`config.mk`:
```
export PLATFORM = sky130hd
export DESIGN_NAME = qoa_slice_unpacker
export DESIGN_NICKNAME = d
export VERILOG_FILES = /design/src/rtl/qoa_slice_unpacker.sv
export SDC_FILE = /design/constraint.sdc
export NUM_CORES = 1
export LEC_CHECK = 0
export CORE_ASPECT_RATIO = 0.7
export CORE_MARGIN = 2
export CORE_UTILIZATION = 46
export DETAILED_ROUTE_END_ITERATION = 8
export GPL_TIMING_DRIVEN = 0
export SETUP_SLACK_MARGIN = 0.4
export SYNTH_ARGS = -nofsm -noshare
export SYNTH_HDL_FRONTEND = slang
export SYNTH_SLANG_ARGS = --single-unit
```
`constraint.sdc`:
```
create_clock -name sys_clk -period 11.3 [get_ports sys_clk]
set_input_delay 1.13 -clock sys_clk [delete_from_list [all_inputs] [get_ports sys_clk]]
set_output_delay 1.13 -clock sys_clk [all_outputs]
set_load 0.05 [all_outputs]
```
`src/rtl/qoa_slice_unpacker.sv`:
```
// QOA slice unpacker: gathers 8 bytes into a 64-bit big-endian slice and
// streams its 20 dequantised residuals over a valid/ready handshake.
// One slice is held for emission while the next one assembles.
module qoa_slice_unpacker #(
    parameter int unsigned NUM_RES     = 20,
    parameter int unsigned SLICE_BYTES = 8
) (
    input  logic        sys_clk,
    input  logic        sys_rst_n,
    input  logic        byte_valid,
    input  logic [7:0]  byte_in,
    input  logic        slice_sync,
    output logic        res_valid,
    input  logic        res_ready,
    output logic [15:0] res_data,
    output logic [4:0]  res_index,
    output logic        res_last,
    output logic [3:0]  sf_index,
    output logic        overflow
);

    localparam int unsigned CntW = $clog2(SLICE_BYTES);
    localparam logic [CntW-1:0] LastByte = CntW'(SLICE_BYTES - 1);
    localparam logic [4:0] LastIdx = 5'(NUM_RES - 1);

    typedef enum logic [0:0] {StEmpty, StEmit} state_e;

    logic [CntW-1:0] byte_cnt_q, byte_cnt_d;
    logic [63:0]     assembly_q, assembly_d;
    logic [63:0]     holding_q, holding_d;
    logic [4:0]      res_index_q, res_index_d;
    logic            overflow_q, overflow_d;
    state_e          state_q, state_d;

    logic        slice_complete;
    logic [63:0] completed;
    logic        accept;

    // Byte assembly; slice_sync has priority and drops a coincident byte.
    always_comb begin
        byte_cnt_d     = byte_cnt_q;
        assembly_d     = assembly_q;
        slice_complete = 1'b0;
        completed      = {assembly_q[55:0], byte_in};
        if (slice_sync) begin
            byte_cnt_d = '0;
        end else if (byte_valid) begin
            assembly_d = completed;
            if (byte_cnt_q == LastByte) begin
                byte_cnt_d     = '0;
                slice_complete = 1'b1;
            end else begin
                byte_cnt_d = byte_cnt_q + 1'b1;
            end
        end
    end

    assign accept = (state_q == StEmit) && res_ready;

    // Holding-register FSM: load, step through residuals, flag dropped slices.
    always_comb begin
        state_d     = state_q;
        holding_d   = holding_q;
        res_index_d = res_index_q;
        overflow_d  = overflow_q;
        unique case (state_q)
            StEmpty: begin
                if (slice_complete) begin
                    holding_d   = completed;
                    res_index_d = '0;
                    state_d     = StEmit;
                end
            end
            StEmit: begin
                if (accept && res_index_q == LastIdx) begin
                    res_index_d = '0;
                    if (slice_complete) begin
                        holding_d = completed;
                    end else begin
                        state_d = StEmpty;
                    end
                end else begin
                    if (accept) begin
                        res_index_d = res_index_q + 1'b1;
                    end
                    if (slice_complete) begin
                        overflow_d = 1'b1;
                    end
                end
            end
            default: state_d = StEmpty;
        endcase
    end

    // State registers.
    always_ff @(posedge sys_clk or negedge sys_rst_n) begin
        if (!sys_rst_n) begin
            byte_cnt_q  <= '0;
            assembly_q  <= '0;
            holding_q   <= '0;
            res_index_q <= '0;
            overflow_q  <= 1'b0;
            state_q     <= StEmpty;
        end else begin
            byte_cnt_q  <= byte_cnt_d;
            assembly_q  <= assembly_d;
            holding_q   <= holding_d;
            res_index_q <= res_index_d;
            overflow_q  <= overflow_d;
            state_q     <= state_d;
        end
    end

    logic [5:0]  q_lo;
    logic [2:0]  q;
    logic [15:0] sf_val;
    logic [15:0] mag;

    // Field extraction and dequantisation of the current residual.
    always_comb begin
        q_lo = 6'd57 - ({1'b0, res_index_q} + {res_index_q, 1'b0});
        q    = holding_q[q_lo +: 3];
        unique case (holding_q[63:60])
            4'd0:    sf_val = 16'd1;
            4'd1:    sf_val = 16'd7;
            4'd2:    sf_val = 16'd21;
            4'd3:    sf_val = 16'd45;
            4'd4:    sf_val = 16'd84;
            4'd5:    sf_val = 16'd138;
            4'd6:    sf_val = 16'd211;
            4'd7:    sf_val = 16'd304;
            4'd8:    sf_val = 16'd421;
            4'd9:    sf_val = 16'd562;
            4'd10:   sf_val = 16'd731;
            4'd11:   sf_val = 16'd928;
            4'd12:   sf_val = 16'd1157;
            4'd13:   sf_val = 16'd1419;
            4'd14:   sf_val = 16'd1715;
            default: sf_val = 16'd2048;
        endcase
        unique case (q[2:1])
            2'd0:    mag = (sf_val * 16'd3 + 16'd2) >> 2;
            2'd1:    mag = (sf_val * 16'd5 + 16'd1) >> 1;
            2'd2:    mag = (sf_val * 16'd9 + 16'd1) >> 1;
            default: mag = sf_val * 16'd7;
        endcase
    end

    assign res_valid = (state_q == StEmit);
    // Gated so the idle/reset value reads as zero rather than the q=0 magnitude.
    assign res_data  = !res_valid ? 16'd0 : (q[0] ? (16'd0 - mag) : mag);
    assign res_index = res_index_q;
    assign res_last  = (res_index_q == LastIdx);
    assign sf_index  = holding_q[63:60];
    assign overflow  = overflow_q;

endmodule
```
# --- Yosys cells after proc, flatten, opt, wreduce, memory -nomap -nowiden ---
# Memories as Yosys holds them, arrays and structs flattened.
# Cells that the tools add are included.
totals:
  rom_bits: 192
  inputBits: 13
  elab_cells: 56
  register_bits: 130
  n_memories: 1
mem_list:
  columns: ["name", "depth", "width", "read_ports", "rd_ports_with_merged_regs", "write_ports", "line", "source"]
  rows:
  - ["(no name shown)", 16, 12, 1, 0, 0, "123", "unique case (holding_q[63:60])"]
op_classes:
  n_bitwise: 3
  shifts: 1
  addsub: 8
  n_reduce_logical: 7
  mux: 19
  n_mul: 4
  eq_ne: 7
ops:
  columns: ["operator", "count"]
  rows:
  - ["two-way mux 64 bit", 2]
  - ["case mux 64 bit (2 select lines)", 1]
  - ["variable part select 64 x 7 -> 3 bit", 1]
  - ["case mux 16 bit (3 select lines)", 1]
  - ["adder 16 x 1 -> 16 bit (second input constant)", 2]
  - ["multiplier 16 x 3 -> 16 bit (second input constant)", 2]
  - ["two-way mux 16 bit", 2]
  - ["adder 16 x 2 -> 16 bit (second input constant)", 1]
  - ["multiplier 16 x 2 -> 16 bit (second input constant)", 1]
  - ["multiplier 16 x 4 -> 16 bit (second input constant)", 1]
  - ["subtractor 1 x 16 -> 16 bit (first input constant)", 1]
  - ["two-way mux 5 bit", 3]
  - ["case mux 5 bit (2 select lines)", 1]
  - ["two-way mux 3 bit", 3]
  - ["adder 5 x 6 -> 6 bit", 1]
  - ["subtractor 6 bit (first input constant)", 1]
  - ["adder 5 x 1 -> 5 bit (second input constant)", 1]
  - ["== test 5 bit (second input constant)", 1]
  - ["two-way mux 1 bit", 5]
  - ["AND reduction 2 bit", 2]
  - ["adder 3 x 1 -> 3 bit (second input constant)", 1]
  - ["== test 3 bit (second input constant)", 1]
  - ["inequality test 3 x 1 -> 1 bit (second input constant)", 1]
  - ["inverter 1 bit", 3]
  - ["9 further kinds", 10]

# --- Depth between registers and ports, before layout ---
depth:
  ltp_word: 8
  depth_mapped: 23
  ltp_nobuf: 21

# --- Least setup slack after synthesis ---
# OpenSTA, ideal clock, no wires.
synth_timing:
  path_kind: "register to output"
  from: "register holding_q[60]"
  to: "output res_data[12]"
  path_buffers: 1
  arrival_time_ps: 5830
  slack_ps: 4340
  path_stages_with_launch: 18
  path_cell_list: "dfrtp_1 -> inv_1 -> ha_1 -> o31ai_1 -> xnor2_1 -> ha_1 -> or2_2 -> ha_1 -> o21ai_0 -> a21boi_0 -> o31a_1 -> nor3_1 -> or4_1 -> a31o_1 -> or3_1 -> clkbuf_1 -> o31a_1 -> mux2i_1"
synth_via:
  elab_chain_cells: 7
  word_cells_on_any_way: 16
  cone_classes: "4 x add/sub; 4 x mul; 2 x eq/ne; 1 x shift; 3 x mux; 1 x reduce/logical; 1 x memory"
synth_lines:
  columns: ["item", "line", "source"]
  rows:
  - ["start, declared", "30", "logic [63:0] holding_q, holding_d;"]
  - ["start signal, assigned", "107", "holding_q <= holding_d;"]
  - ["memory (16 x 12 bit)", null, null]
  - ["multiplier 16 x 4 -> 16 bit, or another cell as far along", "144", "2'd2: mag = (sf_val * 16'd9 + 16'd1) >> 1;"]
  - ["adder 16 x 1 -> 16 bit, or another cell as far along", "144", null]
  - ["case mux 16 bit (3 select lines)", "141", "unique case (q[2:1])"]
  - ["subtractor 1 x 16 -> 16 bit", "151", "assign res_data = !res_valid ? 16'd0 : (q[0] ? (16'd0 - mag) : mag);"]
  - ["two-way mux 16 bit * (2 in a row)", "151", null]
  - ["end, declared", "15", "output logic [15:0] res_data,"]
# Mark *: on every way between the ends. The rest lies on a longest branch, timed or not.

# --- Final worst setup path ---
layout_timing:
  from: "register holding_q[62]"
  to: "output res_data[13]"
# Same word-level chain as after synthesis.

==> flow_summary.json <==
{
  "path_max_fanout": 10,
  "postCtsSetupRepairBufs": 0,
  "power_density_mw_per_mm2": 115,
  "area_growth_pct": 12.8,
  "crit_type": "flop to primary output",
  "regArea_mm2": 0.00325,
  "grt_max_degree": 99,
  "pwr-share-seq": 0.431,
  "ys_types": 73,
  "worst_slack_ns": 2.79,
  "worst_pin_slew_ns": 1.36,
  "worst_hold_path_type": "flop to flop",
  "root_buffer": "clkbuf_16",
  "grt_use_total": 0.236,
  "outcome": "completed",
  "overflow": 0,
  "synth_top_family_by_area": "multiplexers",
  "syn_area_mm2": 0.0109,
  "end_kind": "primary output",
  "io_pins": 41,
  "whs_ns": 0.482,
  "syn-num-nets": 1112,
  "numCtsBuffers": 17,
  "power.leakage_nw": 5.51,
  "ys.flop_type": "dfrtp_1",
  "dp_slack_ns": 3.24,
  "synthAdderAreaFrac": 0.129,
  "drt_iter0_markers": 751,
  "core_area_mm2": 0.0235,
  "utilization": 0.525,
  "drv_slew": 0,
  "dpl.hpwl_mm": 22.0,
  "drive_above_1_share": 0.227,
  "clk_pin_slew_ns": 0.06,
  "grt_pass1_wl_mm": 45.3,
  "grt_antenna_before_repair": 0,
  "p_clk_frac": 0.361,
  "final_common_cell": "dfrtp_1",
  "fin_skew_ns": 0.00642,
  "syn_area_per_cell_um2": 11.0,
  "wl_mm": 28.4,
  "initial_core_util": 0.465,
  "max_clock_freq_ghz": 0.118,
  "routedWlPerCell_um": 20.5,
  "drc_errors": 0,
  "finalNetCount": 1174,
  "maxCapViolCount": 0,
  "syn_inst": 994,
  "ant_nets": 0,
  "ys_warn_count": 0,
  "postSynth.asyncResetShare": 1.00,
  "vias": 8221,
  "synth_seq_cells": 130,
  "die_y_um": 133,
  "die_x_um": 188,
  "clk-insertion-delay-late_ns": 0.43,
  "cts_hold_buf": 0,
  "synth_mux_area_frac": 0.291,
  "intPower_mw": 0.997,
  "tns_ns": 0,
  "comb_power_share": 0.208,
  "final_cell_mix": "dfrtp_1 (130), mux2_2 (127), ha_1 (93), nor2_1 (59), nand2_1 (55)",
  "gp_congestion": 0.870,
  "swShare": 0.297,
  "port_buffers": 40,
  "hold_violations": 0,
  "grt_pass1_vias": 7661,
  "n_antenna_cell": 0,
  "period_needed_ns": 8.51,
  "min_period_over_period": 0.753,
  "final-setup-viol-count": 0,
  "start_kind": "flop",
  "cp.arrival_ns": 7.38,
  "cts_sinks": 130,
  "cts_max_path_buffers": 2,
  "rows": 47,
  "crit_required_ns": 10.17,
  "htreeDepth": 4,
  "synthXorXnorAreaFrac": 0.0377,
  "p_switching_mw": 0.421,
  "drtPass1Iterations": 4,
  "ctsResizeCount": 0,
  "synth_edf_count": 0,
  "slew_headroom": 0.0936,
  "yosysSeqAreaShare": 0.298,
  "multiInputGateArea_mm2": 0.00720,
  "peakVddDrop_mv": 0.114,
  "rsz0062_at_grt": "no",
  "die_area_mm2": 0.0250,
  "fill_cells": 2023,
  "synth-simple-area-share": 0.0932,
  "synth_compound_area_frac": 0.109,
  "cts_tree": "built",
  "vias_per_cell": 5.94
}
-- power by group through the flow --
| stage | clock network, mW | logic, mW | registers [mW] |
|---|---|---|---|
| 2_1_floorplan | 0 | 0.222 | 0.585 |
| 3_3_place_gp | 0 | 0.288 | 0.618 |
| 3_5_place_dp | 0 | 0.294 | 0.620 |
| 4_1_cts | 0.516 | 0.295 | 0.612 |
| 5_1_grt | 0.542 | 0.322 | 0.625 |
| 6_report | 0.512 | 0.295 | 0.612 |
-- cell families (layout without fill, tap and decap cells) --
family,after synthesis,in the layout
AO/OA/AOI/OAI,180,180
XOR/XNOR,47,47
adder cells (fa/ha/maj),105,105
buffers and inverters,96,169
flip-flops,130,130
multiplexers,227,227
AND/OR/NAND/NOR,209,209
-- Yosys cell counts (4+ instances only) --
master	n	share of area
mux4_2	32	0.066
nand2b_1	6	0.0034
mux2i_1	45	0.041
a21oi_1	45	0.021
xor2_1	20	0.016
buf_2	10	0.0046
or2_2	11	0.0063
buf_4	7	0.0048
nand2_1	55	0.019
or3_1	4	0.0023
o21a_1	7	0.0048
and2_1	6	0.0034
o211ai_1	10	0.0069
nor3_1	17	0.0078
mux2_2	127	0.13
a31oi_1	10	0.0057
nor2b_1	9	0.0052
inv_1	43	0.015
xnor2_1	27	0.022
nor4_1	5	0.0029
ha_1	93	0.11
dfrtp_1	130	0.30
mux4_1	19	0.046
nand4_1	5	0.0029
nand3_1	16	0.0073
clkbuf_1	24	0.0083
o21bai_1	7	0.0048
a211oi_1	14	0.0096
a21o_1	7	0.0048
o31ai_1	4	0.0028
nor2_1	59	0.020
buf_1	6	0.0021
o21ai_0	41	0.019
fa_1	12	0.022
-- stage by stage --
stage	total power [mW]	cell area, um2	instances
CTS	1.42	12300	1385
detailed placement	0.913	11800	1355
floorplan	0.808	10900	994
finish	1.42	12300	1385
global route	1.49	12300	1385
global placement	0.906	11700	1352
-- layer usage --
metal / global-route usage / vias to the layer above / routed length, um
met2: 0.290 / 259 / 10500
met4: 0.0389 / 0 / 214
met1: 0.399 / 4096 / 15300
li1: - / 3844 / -
met3: 0.0658 / 22 / 2330
met5: 0 / - / 0
-- state kept, by name (all words and copies together), names as in the netlist --
signal      flops
res_valid       1
assembly_q     56
byte_cnt_q      3
holding_q      64
res_index       5
overflow        1
-- final cells by class --
cell class | instances | area share
flip-flops and latches | 130 | 0.264
clock inverters | 10 | 0.00701
inverters | 44 | 0.0134
plain buffers | 52 | 0.0242
multi-input cells | 768 | 0.585
clock buffers | 20 | 0.0371
well taps | 318 | 0.0323
repair buffers | 43 | 0.0364
-- critical path: stages (launching register included) --
cell and delay (ns):
dfrtp_1 0.43, clkbuf_1 0.36, clkbuf_1 0.38, buf_1 0.41, nor2_1 0.08, mux2_2 0.40
fa_1 0.56, ha_1 0.19, inv_1 0.06, fa_1 0.40, nor2b_1 0.12, o21ai_0 0.10
a21boi_0 0.30, o31a_1 0.22, nor3_1 0.12, or4_1 0.53, a31o_1 0.29, or3_1 0.32
clkbuf_1 0.16, or4_4 0.53, o211ai_2 0.14, clkdlybuf4s50_1 0.82
-- path summary, 6_finish.rpt --
| kind | from | endpoint | slack [ns] | depth (start not counted) |
|---|---|---|---|---|
| max | holding_q[62] | res_data[13] | 2.79 | 21 |
| min | assembly_q[53] | holding_q[61] | 0.48 | 2 |
| max reg2reg | res_index[1] | res_index[1] | 8.06 | 7 |
| min reg2reg | assembly_q[53] | holding_q[61] | 0.48 | 2 |
| max in group asynchronous | sys_rst_n | holding_q[3] | 9.93 | 2 |
| min in group asynchronous | sys_rst_n | assembly_q[31] | 0.58 | 1 |
Power figures use the tool's default switching activity.
